--- config.mk ---
export PLATFORM = sky130hd
export DESIGN_NAME = hub_linear_fold_ctrl
export DESIGN_NICKNAME = d
export VERILOG_FILES = /design/src/rtl/hub_linear_fold_ctrl.sv
export SDC_FILE = /design/constraint.sdc
export NUM_CORES = 1
export LEC_CHECK = 0
export BUFFER_PORTS_ARGS = -buffer_cell sky130_fd_sc_hd__buf_2
export CORE_MARGIN = 3
export CORE_UTILIZATION = 49
export DETAILED_ROUTE_END_ITERATION = 10
export HOLD_SLACK_MARGIN = 0.12
export PLACE_DENSITY_LB_ADDON = 0.25
export SKIP_LAST_GASP = 1
export SYNTH_ARGS = -nofsm -noshare
export SYNTH_HDL_FRONTEND = slang
export SYNTH_SLANG_ARGS = --single-unit
--- constraint.sdc ---
create_clock -name clk -period 4.3 [get_ports clk]
set_input_delay 0.215 -clock clk [delete_from_list [all_inputs] [get_ports clk]]
set_output_delay 0.215 -clock clk [all_outputs]
set_load 0.02 [all_outputs]
--- src/rtl/hub_linear_fold_ctrl.sv ---
// rtl/hub_linear_fold_ctrl.sv - control sequencer for a folded hybrid unary-binary linear layer
//
// Purpose: accepts a frame request, strobes a one-cycle weight load, then
// walks FOLD partition windows of CYCL bitstream cycles each. At every frame
// end it flips the double-buffer select and launches a done token that
// emerges LAT cycles later. Back-to-back frames skip the weight reload.
//
// Ports:
//   clk    in   clock
//   rst_n  in   asynchronous active-low reset
//   start  in   frame request (sampled in IDLE and on the last frame cycle)
//   ready  out  high only in IDLE
//   load   out  weight-buffer capture strobe (LOAD state only)
//   part   out  active partition index
//   clear  out  clear accumulator of active partition (first cycle of window)
//   sel    out  double-buffer accumulate select
//   done   out  one-cycle pulse, frame activations valid
module hub_linear_fold_ctrl #(
  parameter int FOLD = 2,
  parameter int CYCL = 1024,
  parameter int LAT  = 2,
  parameter int PWID = (FOLD > 1) ? $clog2(FOLD) : 1
) (
  input  logic            clk,
  input  logic            rst_n,
  input  logic            start,
  output logic            ready,
  output logic            load,
  output logic [PWID-1:0] part,
  output logic            clear,
  output logic            sel,
  output logic            done
);

  localparam int CWID = $clog2(CYCL);
  localparam int DWID = $clog2(LAT + 1);

  typedef enum logic [1:0] {
    IDLE  = 2'd0,
    LOAD  = 2'd1,
    RUN   = 2'd2,
    DRAIN = 2'd3
  } state_t;

  state_t            state;
  state_t            state_nxt;
  logic [CWID-1:0]   cnt;
  logic [PWID-1:0]   part_q;
  logic [DWID-1:0]   dcnt;
  logic              sel_q;
  logic [LAT-1:0]    done_sr;

  logic              cnt_wrap;
  logic              part_last;
  logic              frame_last;

  assign cnt_wrap   = (cnt == CWID'(CYCL - 1));
  assign part_last  = (part_q == PWID'(FOLD - 1));
  // Last cycle of a frame: the only RUN cycle where start is honoured.
  assign frame_last = (state == RUN) && cnt_wrap && part_last;

  // State register
  always_ff @(posedge clk or negedge rst_n) begin
    if (!rst_n) begin
      state <= IDLE;
    end else begin
      state <= state_nxt;
    end
  end

  // Next-state logic
  always_comb begin
    state_nxt = state;
    case (state)
      IDLE:  if (start) state_nxt = LOAD;
      LOAD:  state_nxt = RUN;
      RUN:   if (frame_last && !start) state_nxt = DRAIN;
      DRAIN: if (dcnt == DWID'(LAT - 1)) state_nxt = IDLE;
      default: state_nxt = IDLE;
    endcase
  end

  // Output decode from registered state only; no path from start.
  always_comb begin
    ready = 1'b0;
    load  = 1'b0;
    clear = 1'b0;
    case (state)
      IDLE:    ready = 1'b1;
      LOAD:    load  = 1'b1;
      RUN:     clear = (cnt == '0);
      default: ;
    endcase
  end

  // Window counter and partition index. A wrap on the last partition returns
  // to partition 0, which is both the back-to-back restart and the DRAIN hold.
  always_ff @(posedge clk or negedge rst_n) begin
    if (!rst_n) begin
      cnt    <= '0;
      part_q <= '0;
    end else if (state == RUN) begin
      if (cnt_wrap) begin
        cnt <= '0;
        if (part_last) begin
          part_q <= '0;
        end else begin
          part_q <= part_q + 1'b1;
        end
      end else begin
        cnt <= cnt + 1'b1;
      end
    end else begin
      cnt    <= '0;
      part_q <= '0;
    end
  end

  // DRAIN duration counter
  always_ff @(posedge clk or negedge rst_n) begin
    if (!rst_n) begin
      dcnt <= '0;
    end else if (state == DRAIN) begin
      dcnt <= dcnt + 1'b1;
    end else begin
      dcnt <= '0;
    end
  end

  // Buffer select flips and a done token is launched at every frame end.
  // The shift register lets tokens of overlapping frames each emerge.
  always_ff @(posedge clk or negedge rst_n) begin
    if (!rst_n) begin
      sel_q   <= 1'b0;
      done_sr <= '0;
    end else begin
      if (frame_last) begin
        sel_q <= ~sel_q;
      end
      done_sr <= (done_sr << 1) | LAT'(frame_last);
    end
  end

  assign part = part_q;
  assign sel  = sel_q;
  assign done = done_sr[LAT-1];

endmodule

Word level (Yosys, flattened, before mapping). Index checks and enable logic that the tools add are counted.

$add $sub $neg: 3. Equal/unequal tests: 9. Mux-type cells: 13. Bitwise gates (word level): 2. Reduce and logical (&&, ||, !) cells: 7.

Operator list (count): 10-bit two-way mux (2); 10-bit by 1-bit adder with 10-bit output (second input constant) (1); 10-bit equality test (second input constant) (1); 10-bit logical NOT (1); 2-bit two-way mux (4); 2-bit inequality test (second input constant) (4); 2-bit case mux with 4 select lines (1); 1-bit two-way mux (6); 2-bit by 1-bit equality test with 1-bit output (second input constant) (2); 2-bit equality test (second input constant) (2); 1-bit logical AND (3); 3-bit AND reduction (1); 2-bit by 1-bit adder with 2-bit output (second input constant) (1); 2-bit logical NOT (1); 2-bit by 1-bit bitwise OR with 2-bit output (1); 1-bit adder (second input constant) (1); 1-bit logical NOT (1); 1-bit NOT (1).

Bits in registers: 18. Input bits: 3. Output and inout port bits: 6. Logic and storage cells: 40.

Logic depth before layout (Yosys ltp). Gate-level depths: netlist of the first run.

Depth after elaboration: 6. Mapped depth: 6. Gate-level depth less buffers: 6.

Least setup slack after synthesis of the first run. OpenSTA, ideal clock, no wires.

Path kind: register to output. Start: register state[0]. End: output port clear. Arrival: 1.883 ns. Data required time: 4.085 ns. Setup slack: 2.202 ns. Cell stages (with the launch flop): 5. Path buffers: 0. Cell sequence: dfrtp_1 > inv_1 > ha_1 > or4b_1 > nor4_1.

Cells in the longest elaborated chain, start to end: 2.

RTL lines: start, declared (line 45) `state_t state;`; start signal, assigned (line 67) `state <= state_nxt;`; 2-bit equality test (line 88) `case (state)`; 1-bit two-way mux (line 88); end, declared (line 30) `output logic clear,`.

Every way passes these cells.

Final worst setup path of the first run. Same ends and word-level chain as after synthesis.

==> flow_summary.toml, run 1 <==
[placement]
place_inst = 116
io_buffer_count = 8
place_hpwl_um = 1150
gp_congestion = 0.790

[global_routing]
met3_usage = 0.0459
gr-total-overflow = 0
antenna_found_initial = 0
use_met1 = 0.174
grt_pass1_vias = 602
use_met2 = 0.232
grt_max_degree = 19
busiest_layer = "met2"
grt_usage = 0.142
grt_pass1_wl_um = 2610

[cells_and_area]
seq_area_um2 = 450
stdcell_count = 120
syn2layout_area_growth_pct = 11.2
drive_above_1_share = 0.177
multiInputGateArea_um2 = 435
nets = 108
nFillCells = 145
antenna_cells = 0

[clock_tree]
h-tree-depth = 1
cts_root_buffer = "clkbuf_4"
cts_tree = "yes"
clk_latency_ps = 280
clk_pin_slew_ps = 90
cts_buffers = 3
clock_sinks = 18
cts_max_path_buffers = 2

[synthesis]
synthCells = 84
synth.distinct_cells = 30
synth_warnings = 0
ys_seq_area_frac = 0.492
syn_nets = 94
synth.cell_area_um2 = 916
ys.flop_type = "dfrtp_1"
synth_edf_count = 0
syn_area_per_cell_um2 = 10.9
ys_async_sr_fraction = 1.00
ys_seq_elements = 18

[worst_hold_path]
hold_class = "input pin to register"

[sta]
period_needed_ps = 2230
tightest_slew_ps = 393
finalClockSkew_ps = 0.591
fin_crit_sh = 0.518
slew_headroom = 0.738
setup_viol_count_final = 0
hold_viol_final = 0
rsz0062_at_grt = "no"
setup-tns-final_ps = 0
fmax_mhz = 449
slew_violations = 0

[critical_path]
critPathMaxFanout = 10
critical_path_class = "register to output pin"
startpoint_type = "register"
crit_arrival_ps = 2010
worstSetupEndpointType = "output pin"
critPathRequiredTime_ps = 4090

[drt]
drc = 0
routed-via-count = 610
wirelength_um = 1480
avgViaCountPerCell = 5.08
wl_per_cell_um = 12.3
drtIter0Drc = 9
ant_nets = 0
drtPass1Iterations = 4

[floorplanning]
die_h_um = 49.2
die_w_um = 49.2
ios = 9
rows = 14
start_util = 0.562
coreArea_mm2 = 0.00163
dieArea_mm2 = 0.00242

[power_and_ir_drop]
p_leak_nw = 0.496
vdd_drop_max_uv = 265
cellPowerDensity_mw_per_mm2 = 455

[run_status]
status = "finished clean"

[job]
cap_violations = 0
[state kept, by name, indices dropped and copies added, names as in the netlist]
register / cells
cnt: 10
state: 2
dcnt: 2
sel: 1
done_sr: 2
part: 1
[metrics by stage]
stage	utilization	hold slack, ps	setup slack [ps]	total power, mW	instance area (um2)
6_report	0.625	251	2070	0.463	1020
5_1_grt	0.625	247	1920	0.497	1020
4_1_cts	0.625	244	2050	0.469	1020
3_5_place_dp	0.605	160	2380	0.390	986
3_3_place_gp	0.605	158	2400	0.384	986
2_1_floorplan	-	-80.6	2200	0.346	916
[layout by cell type (no fill, tap or decap)]
| cell | instances |
|---|---|
| dfrtp_1 | 18 |
| inv_1 | 8 |
| nor2_1 | 8 |
| buf_2 | 8 |
| xor2_1 | 7 |
| ha_1 | 7 |
| o21ai_0 | 3 |
| nand2_1 | 3 |
| nor2b_1 | 3 |
| clkbuf_4 | 3 |
| or3_1 | 2 |
| a21boi_0 | 2 |
| nand2b_1 | 2 |
| and2_1 | 2 |
| a21oi_1 | 2 |
| nand3_2 | 1 |
| nand4_2 | 1 |
| nor3_2 | 1 |
| and4_1 | 1 |
| nand4_1 | 1 |
| nand3_1 | 1 |
| and3_2 | 1 |
| nor3b_1 | 1 |
| xnor2_1 | 1 |
| or4b_1 | 1 |
| or4b_2 | 1 |
| nor4_1 | 1 |
| o41ai_2 | 1 |
| a31o_1 | 1 |
| nor3_1 | 1 |
| o31ai_1 | 1 |
| o2bb2ai_1 | 1 |
| dlygate4sd3_1 | 1 |
[cells in the mapped netlist (all sizes together), types with 2 or more instances]
library cell	number	area (um2)
nor2b	3	18.8
or3	2	12.5
nand4	2	18.8
a21oi	2	10.0
nor3	2	15.0
ha	7	87.6
nand2b	2	12.5
inv	8	30.0
and2	2	12.5
nand2	3	11.3
nor2	8	30.0
xor2	7	61.3
nand3	2	15.0
dfrtp	18	450
or4b	2	20.0
o21ai	3	15.0
a21boi	2	15.0
[routing by layer]
| metal | wire length (um) | vias up |
|---|---|---|
| met3 | 64 | 2 |
| met1 | 732 | 287 |
| met4 | 13 | 0 |
| met5 | 0 | - |
| met2 | 670 | 10 |
| li1 | - | 311 |
[worst max-delay path: stages (launching register included)]
cell     delay, ps
dfrtp_1        420
inv_1          120
ha_1           320
or4b_1         460
nor4_1         210
buf_2          200
[final cells by class]
type / count / area share
multi-input combinational: 58 / 0.428
timing repair buffer: 9 / 0.0491
sequential: 18 / 0.442
clock buffer: 3 / 0.0221
inverter: 8 / 0.0295
tap: 24 / 0.0295
[power breakdown]
group / switching [mW] / internal [mW] / total, mW
Combinational: 0.102 / 0.0748 / 0.177
Clock: 0.0447 / 0.0325 / 0.0772
Sequential: 0.0187 / 0.190 / 0.209
Total: 0.166 / 0.298 / 0.463
[what timing repair did]
item,4_1_cts,5_1_grt
hold buffers,1,0
buffers inserted,0,0
gates resized for setup,0,0
hold endpoints to repair,18,0
setup endpoints to repair,0,0
[final timing paths]
kind                             from    endpoint  cells after the start  slack (ps)
hold / removal                  start    state[0]                      3         250
setup / recovery             state[0]       clear                      5        2070
max in group asynchronous       rst_n      cnt[0]                      2        3650
min in group asynchronous       rst_n      cnt[7]                      2         380
hold reg to reg            done_sr[0]  done_sr[1]                      0         370
setup reg to reg               cnt[0]    state[1]                      5        2640
[cells by family after synthesis]
group                    count (synthesis)  share of synthesized area
AO/OA/AOI/OAI                           11                     0.0888
adder cells (fa/ha/maj)                  7                     0.0956
flip-flops                              18                      0.492
AND/OR/NAND/NOR                         32                      0.214
buffers and inverters                    8                     0.0328
XOR/XNOR                                 8                     0.0765
Power figures use the tool's default switching activity.
==> inputs of run 2 (changes only) <==
==> constraint.sdc (replaced) <==
create_clock -name clk -period 1.9 [get_ports clk]
set_input_delay 0.095 -clock clk [delete_from_list [all_inputs] [get_ports clk]]
set_output_delay 0.095 -clock clk [all_outputs]
set_load 0.02 [all_outputs]
==> flow_summary.toml, run 2 (synthesis gave the netlist of run 1 again) <==
[clock_tree]
cts_root_buffer = "clkbuf_4"
cts_max_path_buffers = 2
cts_tree = "yes"
h-tree-depth = 1
cts_buffers = 3
clk_pin_slew_ps = 90
clk_latency_ps = 280
clock_sinks = 18

[global_routing]
gr-total-overflow = 0
antenna_found_initial = 0
grt_pass1_wl_um = 2680
grt_pass1_vias = 648
grt_max_degree = 19
grt_usage = 0.146

[worst_hold_path]
hold_class = "input pin to asynchronous set/reset pin"

[critical_path]
crit_arrival_ps = 1970
critical_path_class = "register to register"
worstSetupEndpointType = "register"
critPathMaxFanout = 7
critPathRequiredTime_ps = 2080
startpoint_type = "register"

[cells_and_area]
nets = 114
antenna_cells = 0
regMostFlops = "cnt"
design_area_mm2 = 0.00108
drive_above_1_share = 0.245
syn2layout_area_growth_pct = 18.2
layout_common_cells = "dfrtp_1 (18), nor2_1 (8)"
layout_commonest_cell = "dfrtp_1"
stdcell_count = 126
fin_util = 0.664
largest_reg_flops = 10
nFillCells = 139

[sta]
setup-tns-final_ps = 0
rsz0062_at_grt = "yes"
tightest_slew_ps = 387
slew_violations = 0
timing.final.ws_setup_ps = 108
hold_ws_ps = 266
slew_headroom = 0.742
fin_crit_sh = 0.943
period_needed_ps = 1790
setup_viol_count_final = 0
finalClockSkew_ps = 6.99
hold_viol_final = 0
fmax_mhz = 558

[power_and_ir_drop]
vdd_drop_max_uv = 665
p_leak_nw = 0.532
cellPowerDensity_mw_per_mm2 = 1070
total_power_mw = 1.16

[drt]
wl_per_cell_um = 12.3
drtPass1Iterations = 4
drc = 0
routed-via-count = 655
avgViaCountPerCell = 5.20
ant_nets = 0
drtIter0Drc = 8
wirelength_um = 1550

[placement]
dp_slack_ps = 263
place_hpwl_um = 1140
io_buffer_count = 8
gp_congestion = 0.803
place_inst = 117
dpl_cell_area_um2 = 1000

[run_status]
status = "finished clean"

[floorplanning]
coreArea_mm2 = 0.00163
die_w_um = 49.2
ios = 9
rows = 14
die_h_um = 49.2
start_util = 0.562
dieArea_mm2 = 0.00242

[job]
cap_violations = 0
run 2: cell count changes in the layout (fill, tap and decap cells not counted), sizes merged:
cell         previous run  this run
dlygate4sd3             1         2
buf                     8        13
run 2: critical path, stage by stage, from the launching register on:
cell	delay (ps)
dfrtp_1	360
buf_4	110
buf_4	110
ha_1	200
nand3_2	170
o41ai_2	440
a21oi_1	120
a31o_1	190
run 2: metal layers:
| layer | vias to the layer above | track usage | share of wire |
|---|---|---|---|
| li1 | 323 | - | - |
| met1 | 322 | 0.175 | 0.47 |
| met2 | 10 | 0.239 | 0.48 |
| met3 | 0 | 0.0642 | 0.042 |
| met4 | 0 | 0.0332 | 0 |
| met5 | - | 0 | 0 |
run 2: timing repair:
item	in CTS	in global routing
pin swaps	0	1
hold buffers	2	0
setup buffers	3	1
endpoints found under the setup margin	1	1
gates cloned	0	0
endpoints found under the hold margin	19	0
gates resized for setup	3	1
run 2: final timing paths:
kind	to	cells past startpoint	slack [ps]	start
setup / recovery	state[1]	7	110	cnt[0]
hold / removal	cnt[2]	2	270	rst_n
setup reg to reg	state[1]	7	110	cnt[0]
hold reg to reg	done_sr[1]	0	360	done_sr[0]
max in group asynchronous	cnt[4]	2	1350	rst_n
min in group clk	done_sr[1]	0	360	done_sr[0]
run 2: layout make-up:
type,count,area [um2],area share
tap,24,30.0,0.0277
inverter,8,30.0,0.0277
clock buffer,3,22.5,0.0208
sequential,18,450,0.416
timing repair buffer,15,100,0.0925
multi-input combinational,58,449,0.415
run 2: where the power goes:
part,internal (mW),switching (mW)
clock network,0.0735,0.0984
registers,0.430,0.0321
logic,0.251,0.272
==> inputs of run 3 (changes only) <==
--- a/config.mk
+++ b/config.mk
@@ -7,7 +7,7 @@
 export LEC_CHECK = 0
 export BUFFER_PORTS_ARGS = -buffer_cell sky130_fd_sc_hd__buf_2
 export CORE_MARGIN = 3
-export CORE_UTILIZATION = 49
+export CORE_UTILIZATION = 50
 export DETAILED_ROUTE_END_ITERATION = 10
 export HOLD_SLACK_MARGIN = 0.12
 export PLACE_DENSITY_LB_ADDON = 0.25
==> flow_summary.toml, run 3 (synthesis gave the netlist of run 1 again) <==
[sta]
fmax_mhz = 552
setup-tns-final_ps = 0
finalClockSkew_ps = 3.79
fin_crit_sh = 0.953
slew_violations = 0
rsz0062_at_grt = "yes"
hold_ws_ps = 258
slew_headroom = 0.741
hold_viol_final = 0
period_needed_ps = 1810
tightest_slew_ps = 389
setup_viol_count_final = 0

[critical_path]
slowest_delay_ps = 460
crit_arrival_ps = 1720
cp_top_family = "simple AND/OR/NAND/NOR gates"
cp_slowest_cell = "or4b_4"
worstSetupEndpointType = "output pin"
critPathMaxFanout = 2
crit_buf_inv = 2
critical_path_class = "register to output pin"
path_cells = "inv_1 -> ha_1 -> or4b_4 -> nor4_4 -> buf_4"
startpoint_type = "register"
critPathRequiredTime_ps = 1800

[drt]
drc = 0
wirelength_um = 1540
topRoutingLayerUsed = "met4"
ant_nets = 0
drtIter0Drc = 7
avgViaCountPerCell = 5.11
met3_length_um = 37
wl_per_cell_um = 12.2
routed-via-count = 644
met1_length_um = 731
drtPass1Iterations = 4
wl_met2_um = 759

[floorplanning]
start_util = 0.568
ios = 9
dieArea_mm2 = 0.00238
coreArea_mm2 = 0.00161
die_w_um = 48.8
die_h_um = 48.8
rows = 14

[global_routing]
gr-total-overflow = 0
grt_max_degree = 19
grt_usage = 0.154
grt_pass1_vias = 646
grt_pass1_wl_um = 2860
antenna_found_initial = 0

[power_and_ir_drop]
vdd_drop_max_uv = 643
cellPowerDensity_mw_per_mm2 = 1100
p_leak_nw = 0.535

[cells_and_area]
layout_commonest_cell = "dfrtp_1"
syn2layout_area_growth_pct = 19.8
drive_above_1_share = 0.245
nets = 113
layout_common_cells = "dfrtp_1 (18), nor2_1 (8)"
nFillCells = 117
seq_area_um2 = 450
largest_reg_flops = 10
multiInputGateArea_um2 = 458
stdcell_count = 126
regMostFlops = "cnt"
antenna_cells = 0

[clock_tree]
cts_max_path_buffers = 2
clk_latency_ps = 280
clock_sinks = 18
cts_tree = "yes"
cts_root_buffer = "clkbuf_4"
h-tree-depth = 1
cts_buffers = 3
clk_pin_slew_ps = 100

[placement]
place_inst = 117
gp_congestion = 0.764
io_buffer_count = 8
place_hpwl_um = 1060

[run_status]
status = "finished clean"

[job]
cap_violations = 0

[worst_hold_path]
hold_class = "input pin to asynchronous set/reset pin"
[run 3: changes by cell type in the layout (fill, tap and decap cells not counted)]
cell	previous run	this run
buf_4	6	5
nor4_4	0	1
nor4_2	1	0
clkbuf_8	0	1
[run 3: final cells by class]
cell class / count / area share
sequential: 18 / 0.410
tap: 24 / 0.0274
inverter: 8 / 0.0274
timing repair buffer: 14 / 0.0844
clock buffer: 4 / 0.0331
multi-input combinational: 58 / 0.417
[run 3: stage by stage]
step	util	area, um2	setup slack (ps)	total power, mW
finish	0.681	1100	88.5	1.20
global route	0.681	1100	-20.9	1.31
CTS	0.669	1080	4.93	1.17
detailed placement	0.620	1000	276	0.900
global placement	0.620	1000	295	0.889
floorplan	-	922	123	0.791
[run 3: repair_timing]
item | CTS | global route
setup endpoints to repair | 1 | 1
hold buffers | 2 | 0
setup buffers | 3 | 0
gates resized for setup | 1 | 4
pin swaps | 0 | 1
hold endpoints to repair | 19 | 0
[run 3: where the power goes]
part / switching (mW) / internal, mW / leakage (nW)
registers: 0.0315 / 0.430 / 0.247
logic: 0.272 / 0.243 / 0.268
clock network: 0.111 / 0.117 / 0.0210
total: 0.414 / 0.790 / 0.535
[run 3: metal layers]
layer | GRT usage | vias to the layer above
li1 | - | 323
met1 | 0.203 | 312
met2 | 0.247 | 7
met3 | 0.0459 | 2
met4 | 0.0427 | 0
met5 | 0 | -
[run 3: path summary, 6_finish.rpt]
check,from,to,slack [ps],cells after the start
min reg2reg,done_sr[0],done_sr[1],360,0
max reg2reg,cnt[1],state[1],180,6
max in group asynchronous,rst_n,sel,1360,2
min in group clk,done_sr[0],done_sr[1],360,0
min,rst_n,cnt[7],260,2
max,cnt[1],clear,90,5
